File: config.mk
export PLATFORM = sky130hd
export DESIGN_NAME = contador_ud_bcd
export DESIGN_NICKNAME = d
export VERILOG_FILES = /design/src/rtl/ud_defs_pkg.sv /design/src/rtl/bcd_to_7seg.sv /design/src/rtl/contador_ud_bcd.sv
export SDC_FILE = /design/constraint.sdc
export NUM_CORES = 1
export LEC_CHECK = 0
export BUFFER_PORTS_ARGS = -buffer_cell sky130_fd_sc_hd__buf_2
export CAP_MARGIN = 40
export CORE_MARGIN = 5
export CORE_UTILIZATION = 30
export DETAILED_ROUTE_END_ITERATION = 12
export PLACE_DENSITY = 0.45
export SLEW_MARGIN = 25
export SYNTH_ARGS = -nofsm -noshare
export SYNTH_HDL_FRONTEND = slang
export SYNTH_SLANG_ARGS = --single-unit
File: constraint.sdc
create_clock -name clock_in -period 7 [get_ports clock_in]
set_input_delay 1.4 -clock clock_in [delete_from_list [all_inputs] [get_ports clock_in]]
set_output_delay 1.4 -clock clock_in [all_outputs]
set_load 0.05 [all_outputs]
File: src/rtl/ud_defs_pkg.sv
// Shared constants for the BCD up/down counter: digit width, anode codes
// and the active-low 7-segment patterns ({g,f,e,d,c,b,a}).
package ud_defs;

  localparam int DIGIT_W = 4;

  typedef logic [DIGIT_W-1:0] bcd_t;

  typedef enum logic {
    SEL_UNITS = 1'b0,
    SEL_TENS  = 1'b1
  } digit_sel_t;

  localparam logic [1:0] AN_UNITS = 2'b10;
  localparam logic [1:0] AN_TENS  = 2'b01;

  localparam logic [6:0] SEG_BLANK = 7'b1111111;
  localparam logic [6:0] SEG_ZERO  = 7'b1000000;

  function automatic logic [6:0] seg_pattern(input bcd_t digit);
    logic [6:0] pattern;
    case (digit)
      4'd0:    pattern = 7'b1000000;
      4'd1:    pattern = 7'b1111001;
      4'd2:    pattern = 7'b0100100;
      4'd3:    pattern = 7'b0110000;
      4'd4:    pattern = 7'b0011001;
      4'd5:    pattern = 7'b0010010;
      4'd6:    pattern = 7'b0000010;
      4'd7:    pattern = 7'b1111000;
      4'd8:    pattern = 7'b0000000;
      4'd9:    pattern = 7'b0010000;
      default: pattern = SEG_BLANK;
    endcase
    return pattern;
  endfunction

endpackage

File: src/rtl/bcd_to_7seg.sv
// Combinational BCD to active-low 7-segment decoder; non-BCD codes blank.
module bcd_to_7seg
  import ud_defs::*;
(
  input  logic [3:0] digit,
  output logic [6:0] pattern
);

  always_comb begin
    pattern = seg_pattern(digit);
  end

endmodule

File: src/rtl/contador_ud_bcd.sv
// Two-digit BCD up/down counter stepped by the divided clock (sampled as
// data on the board clock) and driving a multiplexed common-anode display.
module contador_ud_bcd
  import ud_defs::*;
#(
  parameter int REFRESH_DIV = 50000
) (
  input  logic       clock_in,
  input  logic       reset,
  input  logic       clk_slow,
  input  logic       dir,
  input  logic       enable,
  output logic [3:0] tens,
  output logic [3:0] units,
  output logic       wrap,
  output logic [6:0] seg,
  output logic [1:0] an
);

  localparam int REF_W = (REFRESH_DIV > 2) ? $clog2(REFRESH_DIV) : 1;
  localparam logic [REF_W-1:0] REF_LAST = REF_W'(REFRESH_DIV - 1);

  // ---------------- input conditioning ----------------
  logic [1:0] async_in;
  logic [1:0] sync_out;
  logic       dir_sync;
  logic       en_sync;

  assign async_in = {enable, dir};

  generate
    for (genvar gi = 0; gi < 2; gi++) begin : g_sync
      logic meta_reg;
      logic stable_reg;
      always_ff @(posedge clock_in) begin
        if (reset) begin
          meta_reg   <= 1'b0;
          stable_reg <= 1'b0;
        end else begin
          meta_reg   <= async_in[gi];
          stable_reg <= meta_reg;
        end
      end
      assign sync_out[gi] = stable_reg;
    end
  endgenerate

  assign dir_sync = sync_out[0];
  assign en_sync  = sync_out[1];

  // Edge history resets high so a slow clock already high at release is not a rise.
  logic slow_s1_reg, slow_s2_reg, slow_s3_reg;
  logic tick_reg;

  always_ff @(posedge clock_in) begin
    if (reset) begin
      slow_s1_reg <= 1'b1;
      slow_s2_reg <= 1'b1;
      slow_s3_reg <= 1'b1;
      tick_reg    <= 1'b0;
    end else begin
      slow_s1_reg <= clk_slow;
      slow_s2_reg <= slow_s1_reg;
      slow_s3_reg <= slow_s2_reg;
      tick_reg    <= slow_s2_reg & ~slow_s3_reg;
    end
  end

  // ---------------- BCD counter ----------------
  bcd_t tens_reg, tens_next;
  bcd_t units_reg, units_next;
  logic wrap_reg, wrap_next;

  always_comb begin
    tens_next  = tens_reg;
    units_next = units_reg;
    wrap_next  = 1'b0;
    if (tick_reg && en_sync) begin
      if (dir_sync) begin
        if (units_reg == 4'd9) begin
          units_next = 4'd0;
          if (tens_reg == 4'd9) begin
            tens_next = 4'd0;
            wrap_next = 1'b1;
          end else begin
            tens_next = tens_reg + 4'd1;
          end
        end else begin
          units_next = units_reg + 4'd1;
        end
      end else begin
        if (units_reg == 4'd0) begin
          units_next = 4'd9;
          if (tens_reg == 4'd0) begin
            tens_next = 4'd9;
            wrap_next = 1'b1;
          end else begin
            tens_next = tens_reg - 4'd1;
          end
        end else begin
          units_next = units_reg - 4'd1;
        end
      end
    end
  end

  always_ff @(posedge clock_in) begin
    if (reset) begin
      tens_reg  <= 4'd0;
      units_reg <= 4'd0;
      wrap_reg  <= 1'b0;
    end else begin
      tens_reg  <= tens_next;
      units_reg <= units_next;
      wrap_reg  <= wrap_next;
    end
  end

  // ---------------- refresh / multiplex ----------------
  logic [REF_W-1:0] refresh_reg, refresh_next;
  digit_sel_t       sel_reg, sel_next;
  logic [6:0]       seg_reg;
  logic [1:0]       an_reg;
  bcd_t             shown_digit;
  logic [6:0]       shown_pattern;

  always_comb begin
    refresh_next = refresh_reg + REF_W'(1);
    sel_next     = sel_reg;
    if (refresh_reg == REF_LAST) begin
      refresh_next = '0;
      sel_next     = (sel_reg == SEL_UNITS) ? SEL_TENS : SEL_UNITS;
    end
  end

  // Decoding the upcoming selection keeps seg and an aligned on the same edge.
  assign shown_digit = (sel_next == SEL_TENS) ? tens_reg : units_reg;

  bcd_to_7seg u_dec (
    .digit   (shown_digit),
    .pattern (shown_pattern)
  );

  always_ff @(posedge clock_in) begin
    if (reset) begin
      refresh_reg <= '0;
      sel_reg     <= SEL_UNITS;
      seg_reg     <= SEG_ZERO;
      an_reg      <= AN_UNITS;
    end else begin
      refresh_reg <= refresh_next;
      sel_reg     <= sel_next;
      seg_reg     <= shown_pattern;
      an_reg      <= (sel_next == SEL_TENS) ? AN_TENS : AN_UNITS;
    end
  end

  assign tens  = tens_reg;
  assign units = units_reg;
  assign wrap  = wrap_reg;
  assign seg   = seg_reg;
  assign an    = an_reg;

endmodule

[Word-level counts from Yosys, hierarchy flattened]
Memories as Yosys holds them, arrays and structs flattened. A register that Yosys moved wholly into a read port is not among the register bits.
Index checks and enable logic that the tools add are counted.
Word-level totals
  bits in registers: 36
  ROM bits: 112
  input port bits: 5
  output and inout bits: 18
  logic and storage cells: 51
  memories kept: 1
Cells by class
  add/sub/neg operators: 5
  equal/unequal tests: 4
  multiplexer cells: 17
  bitwise gates (word level): 3
  reductions and logical operators: 7
Memories
  (name not given): words 16, width 7, read ports 1, clocked after memory_dff 1, wr ports 0, RTL line ud_defs_pkg.sv:22  | case (digit)
Operator list (count)
  $mux 4: 9
  $add 16x1->16 const B: 1
  $eq 16x16->1 const B: 1
  $add 4x1->4 const B: 2
  $eq 4x4->1 const B: 2
  $logic_not 4->1: 2
  $sub 4x1->4 const B: 2
  $mux 1: 7
  $reduce_or 2->1: 2
  $reduce_and 3->1: 1
  $mux 2: 1
  $ne 2x1->1 const B: 1
  $not 1->1: 2
  $reduce_bool 2->1: 1
  $and 1x1->1: 1
  $logic_and 1x1->1: 1

[Logic depth before layout (Yosys ltp)]
Gate-level depths: netlist of the first run.
  word-level depth: 4
  mapped depth: 10
  mapped depth without buffers: 9

[Modules after synthesis]
A second synthesis of the first run with hierarchy kept.
Unflattened totals
  cell total of the unflattened synthesis: 238
  area total of the unflattened synthesis: 2073.2 um^2
By module, submodules not included
  contador_ud_bcd: times used 1, cells an instance 205, area an instance 1863.0 um^2, seq. area each 840.8 um^2
  bcd_to_7seg: times used 1, cells an instance 33, area an instance 210.2 um^2, seq. area each 0.0 um^2

[Worst setup path before layout of the first run]
No wires, ideal clock.
  kind: flip-flop to flip-flop
  start: reg refresh_reg[12]
  end: reg seg_reg[3], in the netlist seg[3]
  setup time: 0.075 ns
  arrival: 2.773 ns
  data required time: 6.925 ns
  slack: 4.152 ns
  cell stages (with the launch flop): 9
  path buffers: 1
  period minus slack after synthesis: 2.848 ns
  path through: dfxtp_1 or4_1 or4_4 xor2_4 clkbuf_8 mux2_2 ha_1 o21a_1 o22ai_1
On the way
  cells in the longest elaborated chain, start to end: 3
Ends and longest elaborated chain
  start, declared: RTL line contador_ud_bcd.sv:120  | logic [REF_W-1:0] refresh_reg, refresh_next;
  start signal, assigned: RTL line contador_ud_bcd.sv:151  | refresh_reg <= refresh_next;
  $eq 16x16->1: RTL line contador_ud_bcd.sv:130  | if (refresh_reg == REF_LAST) begin
  $mux 1: RTL line contador_ud_bcd.sv:130
  $mux 4: RTL line contador_ud_bcd.sv:137  | assign shown_digit = (sel_next == SEL_TENS) ? tens_reg : units_reg;
  end, declared: RTL line contador_ud_bcd.sv:122  | logic [6:0] seg_reg;
No other way between the ends.
A chain may end at the register's enable or synchronous reset.

[Worst setup path in the final report of the first run]
  start: reg refresh_reg[12]
  end: reg seg_reg[1], in the netlist seg[1]
The elaborated chain is that of the path after synthesis.

==> impl_metrics.json, run 1 <==
{
  "status": "finished, final reports clean",
  "wirelength_um": 4370,
  "vias": 1640,
  "cp.arrival_ns": 3.17,
  "design.portCount": 23,
  "period_share_pct": 42.5,
  "finalSetupViolations": 0,
  "cts_max_path_buffers": 2,
  "power_density_mw_per_mm2": 196,
  "utilization_pct": 33.9,
  "yosysTopAreaCell": "dfxtp_1",
  "first_iter_violations": 46,
  "clockRootBuffer": "clkbuf_8",
  "cts_buffers": 5,
  "slew_headroom_pct": 50.0,
  "hp-class": "reg -> reg",
  "hold_viol": 0,
  "remaining_drc_errors": 0,
  "clock_power_share_pct": 42.1,
  "power_mw": 0.444,
  "port_buffers": 22,
  "synth_edf_count": 0,
  "ys_warn_count": 0,
  "r2r-start": "refresh_reg[12]$_SDFF_PP0_",
  "clkTransAtPathRegs_ns": 0.08,
  "required_ns": 7.19,
  "drt_pass1_iterations": 6,
  "start_util_pct": 30.3,
  "synthFlopType": "dfxtp_1",
  "p_int_mw": 0.354,
  "ys_ff_latch": 42,
  "antenna_found_initial": 0,
  "ir_worst_vdd_mv": 0.0941,
  "fin_tns_setup_ns": 0,
  "ys_seq_area_share_pct": 41.5,
  "swShare_pct": 20.4,
  "yosys-top-cells-area": "dfxtp_1, nor2_1, xor2_1, a21oi_1, nand3_1",
  "grt_max_degree": 27,
  "finalWorstSetupSlack_ns": 4.03,
  "ys_types": 49,
  "timing.fmax_mhz": 336,
  "p_switching_mw": 0.0908,
  "synth_top_area_share_pct": 41.5,
  "reg2regPathDepth": 7,
  "hpwl_um": 2980,
  "crit_path_end_kind": "flip-flop",
  "overflow": 0,
  "die-height_um": 92.2,
  "worst_pin_slew_ns": 0.747,
  "cts_htree_levels": 2,
  "grt_pass1_vias": 1597,
  "combinationalPowerShare_pct": 2.6,
  "r2r_end": "seg[1]$_SDFF_PP0_",
  "placed_cell_area_mm2": 0.00216,
  "fp.dieW_um": 92.2,
  "startpoint_type": "flip-flop",
  "row_count": 30,
  "syn_inst": 237,
  "largest_reg_flops": 16,
  "areaGrowthSynthToFinish_pct": 11.7,
  "pre_cts_slack_ns": 4.05,
  "holdPathEnd": "tick_reg$_SDFF_PP0_",
  "clock-sinks": 42,
  "die_area_mm2": 0.00850,
  "n_antenna_cell": 0,
  "clk_latency_ns": 0.28,
  "synthesis.area_mm2": 0.00203,
  "layout-drive-gt1-share_pct": 17.2,
  "synth_nets": 244,
  "detail_route.wl_per_cell_um": 13.2,
  "grt_pass1_wl_um": 7520,
  "hold_buffers": 0,
  "maxCapViolCount": 0,
  "crit_start": "refresh_reg[12]$_SDFF_PP0_",
  "routabilityCongestion": 0.709,
  "power_frac_seq_pct": 55.3,
  "cts_tree": "yes",
  "routed_via_density": 4.97,
  "rsz0062_at_grt": "false",
  "post-route-cell-area_mm2": 0.00226,
  "min_period_ns": 2.97,
  "fin_skew_ns": 0.00645,
  "p_leak_nw": 0.853,
  "hp-start": "slow_s3_reg$_SDFF_PP1_",
  "drv_slew": 0,
  "min_path_cells": 1,
  "postCtsSetupRepairBufs": 0,
  "avgSynthCellArea_um2": 8.55,
  "worst-path-max-fanout": 16,
  "finalNetCount": 256,
  "ff2ff_setup_slack_ns": 4.03,
  "grtUsageTotal_pct": 10.9,
  "cts-resized-gates": 0,
  "core_region_area_mm2": 0.00668,
  "synthArstFlopShare_pct": 0,
  "crit_type": "reg -> reg",
  "ant_nets": 0
}
## critical path, stage by stage (launching register included)
cell     delay, ns
dfxtp_1       0.34
or4_1         0.52
or4_4         0.57
xor2_4        0.46
mux2_2        0.41
ha_1          0.30
inv_1         0.04
o32ai_1       0.24
## synthesized netlist by cell type (2+ instances only)
cell and count:
a31oi_1 3, xor2_1 7, xnor2_1 6, inv_1 7
and2_1 2, a21oi_1 11, and3_2 2, o21ai_0 11
nand2_1 13, nand4_1 2, nor2b_1 7, mux2i_1 4
nor3_1 6, nand2b_1 2, mux2_2 3, dfxtp_1 42
or3_1 6, o211ai_1 3, ha_1 2, nand3_1 11
nor3b_1 2, nor2_1 34, o221ai_1 2, and3_1 6
clkbuf_1 14, or2_2 4, o22ai_1 2, nor4_1 2
## routing by layer
metal  GRT usage (%)  vias to the layer above  wire length (um)
met5               0                        -                 0
met4            3.09                        0                40
met3            2.54                        4               135
met2            18.2                       22              2090
met1            13.8                      765              2110
li1                -                      849                 -
## area by class of cell
cell class,instances,area (um^2)
clock buffers,7,76.3
fillers,737,4420
multi-input cells,171,1080
inverters,7,26.3
clock inverters,1,30.0
well taps,80,100
flip-flops and latches,42,841
repair buffers,22,110
## placed cells by master, fill, tap and decap left out, types with 2 or more instances in the layout
master and count:
o211ai_1 3, nand4_1 2, nor2_1 34, xnor2_1 6, mux2_2 3, dfxtp_1 42, nor2b_1 7, or2_2 4
clkbuf_8 5, nand2b_1 2, a31oi_1 3, mux2i_1 4, and3_1 6, nor3_1 6, nand3_1 11, ha_1 2
nor4_1 2, nand2_1 13, xor2_1 7, nor3b_1 2, clkbuf_1 2, inv_1 7, and2_1 2, o22ai_1 2
o21ai_0 11, o221ai_1 2, and3_2 2, a21oi_1 11, buf_2 22, or3_1 6
## how the worst max path moves through the flow
stage / cells after the start / slack [ns] / end
6_report: 7 / 4.03 / seg[1]$_SDFF_PP0_
3_3_place_gp: 7 / 4.05 / seg[1]$_SDFF_PP0_
4_1_cts: 7 / 4.01 / seg[1]$_SDFF_PP0_
2_1_floorplan: 8 / 4.15 / seg[3]$_SDFF_PP0_
5_1_grt: 7 / 3.86 / seg[1]$_SDFF_PP0_
3_5_place_dp: 7 / 4.05 / seg[1]$_SDFF_PP0_
## power groups by stage
stage,registers [mW],logic [mW],clock network [mW]
2_1_floorplan,0.250,0.00950,0
3_3_place_gp,0.251,0.0120,0
3_5_place_dp,0.251,0.0120,0
4_1_cts,0.246,0.0120,0.196
5_1_grt,0.246,0.0134,0.206
6_report,0.246,0.0116,0.187
## cells by family (layout without fill, tap and decap cells)
family	count (synthesis)	after routing	synth area share, %
flip-flops	42	42	41.5
AO/OA/AOI/OAI	42	42	13.5
buffers and inverters	24	37	5.19
adder cells (fa/ha/maj)	2	2	1.23
multiplexers	8	8	4.75
AND/OR/NAND/NOR	105	105	26.9
XOR/XNOR	14	14	6.98
## through the flow
| stage | cells | hold slack (ns) |
|---|---|---|
| 2_1_floorplan | 237 | 0.373 |
| 3_3_place_gp | 322 | 0.383 |
| 3_5_place_dp | 322 | 0.390 |
| 4_1_cts | 330 | 0.400 |
| 5_1_grt | 330 | 0.421 |
| 6_report | 330 | 0.392 |
Note: power is estimated with default switching activity, not from simulation.
==> run 2: changes to the inputs <==
==> constraint.sdc (replaced) <==
create_clock -name clock_in -period 3.1 [get_ports clock_in]
set_input_delay 0.62 -clock clock_in [delete_from_list [all_inputs] [get_ports clock_in]]
set_output_delay 0.62 -clock clock_in [all_outputs]
set_load 0.05 [all_outputs]
==> impl_metrics.json, run 2 (synthesized netlist as in run 1, its figures left out) <==
{
  "r2r-start": "refresh_reg[12]$_SDFF_PP0_",
  "grt_max_degree": 27,
  "ant_nets": 0,
  "crit_path_end_kind": "flip-flop",
  "finalSetupViolations": 0,
  "fin_skew_ns": 0.00789,
  "rsz0062_at_grt": "false",
  "clockRootBuffer": "clkbuf_8",
  "p_leak_nw": 0.867,
  "ir_worst_vdd_mv": 0.162,
  "worst-path-max-fanout": 13,
  "hold_viol": 0,
  "clk_latency_ns": 0.29,
  "post-route-cell-area_mm2": 0.00229,
  "die_area_mm2": 0.00850,
  "clock-sinks": 42,
  "status": "finished, final reports clean",
  "hold_buffers": 0,
  "finalNetCount": 258,
  "maxCapViolCount": 0,
  "cpPeakStageDelay_ns": 0.57,
  "use_met2_pct": 16.7,
  "worst_pin_slew_ns": 0.669,
  "power_density_mw_per_mm2": 444,
  "slew_headroom_pct": 55.2,
  "hpwl_um": 3010,
  "cts-resized-gates": 0,
  "grt_pass1_wl_um": 7270,
  "die-height_um": 92.2,
  "grt_pass1_vias": 1499,
  "row_count": 30,
  "clkTransAtPathRegs_ns": 0.08,
  "crit_start": "refresh_reg[12]$_SDFF_PP0_",
  "grt.met1_usage_pct": 13.2,
  "cts_max_path_buffers": 2,
  "placed_cell_area_mm2": 0.00217,
  "fin_tns_setup_ns": 0,
  "min_period_ns": 2.73,
  "cp_slowest_cell": "or4_4",
  "routabilityCongestion": 0.755,
  "worstPathCellList": "or4_1 -> or4_4 -> xor2_4 -> buf_4 -> mux2i_1 -> nor3b_2 -> a2111oi_2",
  "postCtsSetupRepairBufs": 0,
  "timing.fmax_mhz": 366,
  "pre_cts_slack_ns": 0.357,
  "routed_via_density": 4.95,
  "core_region_area_mm2": 0.00668,
  "fillCellCount": 722,
  "grt.busiest_layer": "met2",
  "layout-drive-gt1-share_pct": 18.3,
  "detail_route.wl_per_cell_um": 12.8,
  "instances_no_fill": 331,
  "crit_type": "reg -> reg",
  "remaining_drc_errors": 0,
  "antenna_found_initial": 0,
  "cts_buffers": 5,
  "wirelength_um": 4250,
  "first_iter_violations": 27,
  "mostFrequentLayoutCells": "dfxtp_1, nor2_1, buf_2",
  "finalWorstSetupSlack_ns": 0.368,
  "largest_reg_flops": 16,
  "hp-start": "slow_s3_reg$_SDFF_PP1_",
  "vias": 1637,
  "n_antenna_cell": 0,
  "cp.arrival_ns": 2.88,
  "dp_cells": 324,
  "hp-class": "reg -> reg",
  "grtUsageTotal_pct": 10.5,
  "period_share_pct": 88.1,
  "port_buffers": 22,
  "design.portCount": 23,
  "fp.dieW_um": 92.2,
  "required_ns": 3.25,
  "overflow": 0,
  "areaGrowthSynthToFinish_pct": 12.8,
  "cts_tree": "yes",
  "drv_slew": 0,
  "layout_commonest_cell": "dfxtp_1",
  "drt_pass1_iterations": 4,
  "cts_htree_levels": 2,
  "startpoint_type": "flip-flop",
  "met3_usage_pct": 2.95,
  "start_util_pct": 30.3
}
[run 2: worst max-delay path, delay by kind of cell (launching register included)]
kind,cells,cell delay (ns)
multiplexers,1,0.40
flip-flops,1,0.34
AO/OA/AOI/OAI,1,0.06
AND/OR/NAND/NOR,3,1.35
XOR/XNOR,1,0.19
buffers and inverters,1,0.24
[run 2: where the power goes]
group / internal, mW / switching, mW / leakage, nW / total, mW
Clock: 0.258 / 0.176 / 0.0573 / 0.434
Sequential: 0.547 / 0.00744 / 0.340 / 0.554
Combinational: 0.0115 / 0.0164 / 0.469 / 0.0279
Total: 0.816 / 0.200 / 0.867 / 1.02
[run 2: through the flow]
| stage | power (mW) | hold WS [ns] | utilization [%] |
|---|---|---|---|
| floorplan | 0.586 | 0.373 | - |
| detailed placement | 0.596 | 0.387 | 32.5 |
| global placement | 0.596 | 0.386 | 32.5 |
| finish | 1.02 | 0.393 | 34.2 |
| CTS | 1.04 | 0.398 | 34.2 |
| global route | 1.07 | 0.405 | 34.2 |
[run 2: cell type report]
cell class                      count  area [um^2]  share of cell area, %
Timing Repair Buffer               24          125                   5.47
Sequential cell                    42          841                   36.8
Inverter                            7         26.3                   1.15
Clock inverter                      1         30.0                   1.31
Clock buffer                        6         82.6                   3.61
Multi-Input combinational cell    171         1080                   47.3
Tap cell                           80          100                   4.38
[run 2: worst paths after layout]
| path | endpoint | depth (start not counted) | slack, ns |
|---|---|---|---|
| worst max-delay path | seg[5]$_SDFF_PP0_ | 7 | 0.37 |
| worst min-delay path | tick_reg$_SDFF_PP0_ | 1 | 0.39 |
| worst max register to register | seg[5]$_SDFF_PP0_ | 7 | 0.37 |
| worst min register to register | tick_reg$_SDFF_PP0_ | 1 | 0.39 |
[run 2: layer usage]
metal | part of all wire [%] | vias up | wire [um]
li1 | - | 852 | -
met1 | 49 | 754 | 2090
met2 | 46 | 22 | 1940
met3 | 3.5 | 9 | 149
met4 | 1.6 | 0 | 66
met5 | 0 | - | 0
==> run 3: changes to the inputs <==
--- a/config.mk
+++ b/config.mk
@@ -7,7 +7,7 @@
 export LEC_CHECK = 0
 export BUFFER_PORTS_ARGS = -buffer_cell sky130_fd_sc_hd__buf_2
 export CAP_MARGIN = 40
-export CORE_MARGIN = 5
+export CORE_MARGIN = 3
 export CORE_UTILIZATION = 30
 export DETAILED_ROUTE_END_ITERATION = 12
 export PLACE_DENSITY = 0.45
==> impl_metrics.json, run 3 (synthesized netlist as in run 1, its figures left out) <==
{
  "instances_no_fill": 329,
  "finalNetCount": 258,
  "routed_via_density": 5.05,
  "postCtsSetupRepairBufs": 0,
  "cpLargestDelayFamily": "simple AND/OR/NAND/NOR gates",
  "r2r-start": "refresh_reg[12]$_SDFF_PP0_",
  "worst-path-max-fanout": 14,
  "p_int_mw": 0.799,
  "period_share_pct": 88.0,
  "grt_pass1_wl_um": 7490,
  "cts_htree_levels": 2,
  "design.portCount": 23,
  "ir_worst_vdd_mv": 0.247,
  "crit_end": "seg[5]$_SDFF_PP0_",
  "fillCellCount": 682,
  "areaGrowthSynthToFinish_pct": 12.3,
  "mostFrequentLayoutCells": "dfxtp_1, nor2_1, buf_2",
  "cts_max_path_buffers": 2,
  "drv_slew": 0,
  "cts-resized-gates": 0,
  "overflow": 0,
  "rsz0062_at_grt": "false",
  "use_met2_pct": 18.6,
  "cp_slowest_cell": "or4_4",
  "power_frac_seq_pct": 54.9,
  "die_area_mm2": 0.00778,
  "row_count": 29,
  "hold_buffers": 0,
  "remaining_drc_errors": 0,
  "swShare_pct": 21.0,
  "wirelength_um": 4490,
  "antenna_found_initial": 0,
  "ff2ff_setup_slack_ns": 0.37,
  "timing.fmax_mhz": 366,
  "cts_tree": "yes",
  "fin_tns_setup_ns": 0,
  "cp.depth": 7,
  "hp-class": "reg -> reg",
  "layout_commonest_cell": "dfxtp_1",
  "die-height_um": 88.2,
  "largest_reg_flops": 16,
  "clk_latency_ns": 0.30,
  "power_mw": 1.01,
  "finalSetupViolations": 0,
  "clkTransAtPathRegs_ns": 0.08,
  "crit_type": "reg -> reg",
  "core_region_area_mm2": 0.00646,
  "combinationalPowerShare_pct": 2.8,
  "ant_nets": 0,
  "grt_pass1_vias": 1582,
  "routabilityCongestion": 0.745,
  "clock_power_share_pct": 42.4,
  "met3_usage_pct": 3.20,
  "cpPeakStageDelay_ns": 0.57,
  "p_switching_mw": 0.213,
  "clock-sinks": 42,
  "worst_pin_slew_ns": 0.683,
  "port_buffers": 22,
  "p_leak_nw": 0.862,
  "cp.arrival_ns": 2.91,
  "worstPathCellList": "or4_1 -> or4_4 -> xor2_4 -> buf_4 -> mux2i_1 -> nor3b_2 -> a2111oi_2",
  "maxCapViolCount": 0,
  "grtUsageTotal_pct": 12.3,
  "start_util_pct": 31.4,
  "first_iter_violations": 62,
  "crit_start": "refresh_reg[12]$_SDFF_PP0_",
  "status": "finished, final reports clean",
  "dp_cells": 321,
  "r2r_end": "seg[5]$_SDFF_PP0_",
  "clockRootBuffer": "clkbuf_8",
  "fin_skew_ns": 0.00504,
  "cts_buffers": 5,
  "hpwl_um": 3030,
  "grt_max_degree": 26,
  "grt.met1_usage_pct": 16.2,
  "layout-drive-gt1-share_pct": 17.9,
  "detail_route.wl_per_cell_um": 13.7,
  "slew_headroom_pct": 54.3,
  "cp.buffers_inverters": 1,
  "grt.busiest_layer": "met2",
  "min_period_ns": 2.73,
  "crit_path_end_kind": "flip-flop",
  "power_density_mw_per_mm2": 445,
  "vias": 1662,
  "reg2regPathDepth": 7,
  "n_antenna_cell": 0,
  "fp.dieW_um": 88.2,
  "hold_viol": 0,
  "required_ns": 3.28,
  "drt_pass1_iterations": 4,
  "startpoint_type": "flip-flop"
}
[run 3: worst min path at each step]
stage | start | end | slack, ns | depth (start not counted)
2_1_floorplan | slow_s3_reg$_SDFF_PP1_ | tick_reg$_SDFF_PP0_ | 0.37 | 1
3_3_place_gp | slow_s3_reg$_SDFF_PP1_ | tick_reg$_SDFF_PP0_ | 0.39 | 1
3_5_place_dp | slow_s3_reg$_SDFF_PP1_ | tick_reg$_SDFF_PP0_ | 0.39 | 1
4_1_cts | slow_s3_reg$_SDFF_PP1_ | tick_reg$_SDFF_PP0_ | 0.40 | 1
5_1_grt | slow_s3_reg$_SDFF_PP1_ | tick_reg$_SDFF_PP0_ | 0.42 | 1
6_report | slow_s3_reg$_SDFF_PP1_ | tick_reg$_SDFF_PP0_ | 0.39 | 1
[run 3: power groups by stage]
stage	Sequential, mW	Combinational [mW]	Clock (mW)
floorplan	0.565	0.0215	0
global placement	0.568	0.0286	0
detailed placement	0.568	0.0286	0
CTS	0.555	0.0287	0.444
global route	0.557	0.0319	0.463
finish	0.555	0.0281	0.429
[run 3: through the flow]
step | util (%) | hold WS (ns) | cell area, um^2 | worst slack (ns)
final | 35.2 | 0.394 | 2280 | 0.371
after global placement | 33.6 | 0.386 | 2170 | 0.441
after CTS | 35.2 | 0.400 | 2280 | 0.389
after detailed placement | 33.6 | 0.391 | 2170 | 0.422
after floorplan | - | 0.373 | 2030 | 0.252
after global routing | 35.2 | 0.422 | 2280 | 0.257
[run 3: routing by layer]
metal / vias to the layer above / part of all wire (%)
li1: 858 / -
met1: 770 / 51
met2: 25 / 44
met3: 9 / 3.6
met4: 0 / 2.2
met5: - / 0
[run 3: worst register-to-register path, cell delays in order, from the launching register on]
cell,delay (ns)
dfxtp_1,0.34
or4_1,0.52
or4_4,0.58
xor2_4,0.18
buf_4,0.24
mux2i_1,0.42
nor3b_2,0.27
a2111oi_2,0.07
[run 3: final cells by class]
class,instances,area [um^2],share of cell area [%]
multi-input cells,171,1080,47.5
flip-flops and latches,42,841,36.9
repair buffers,24,125,5.50
well taps,77,96.3,4.23
clock buffers,7,76.3,3.35
clock inverters,1,30.0,1.32
inverters,7,26.3,1.15
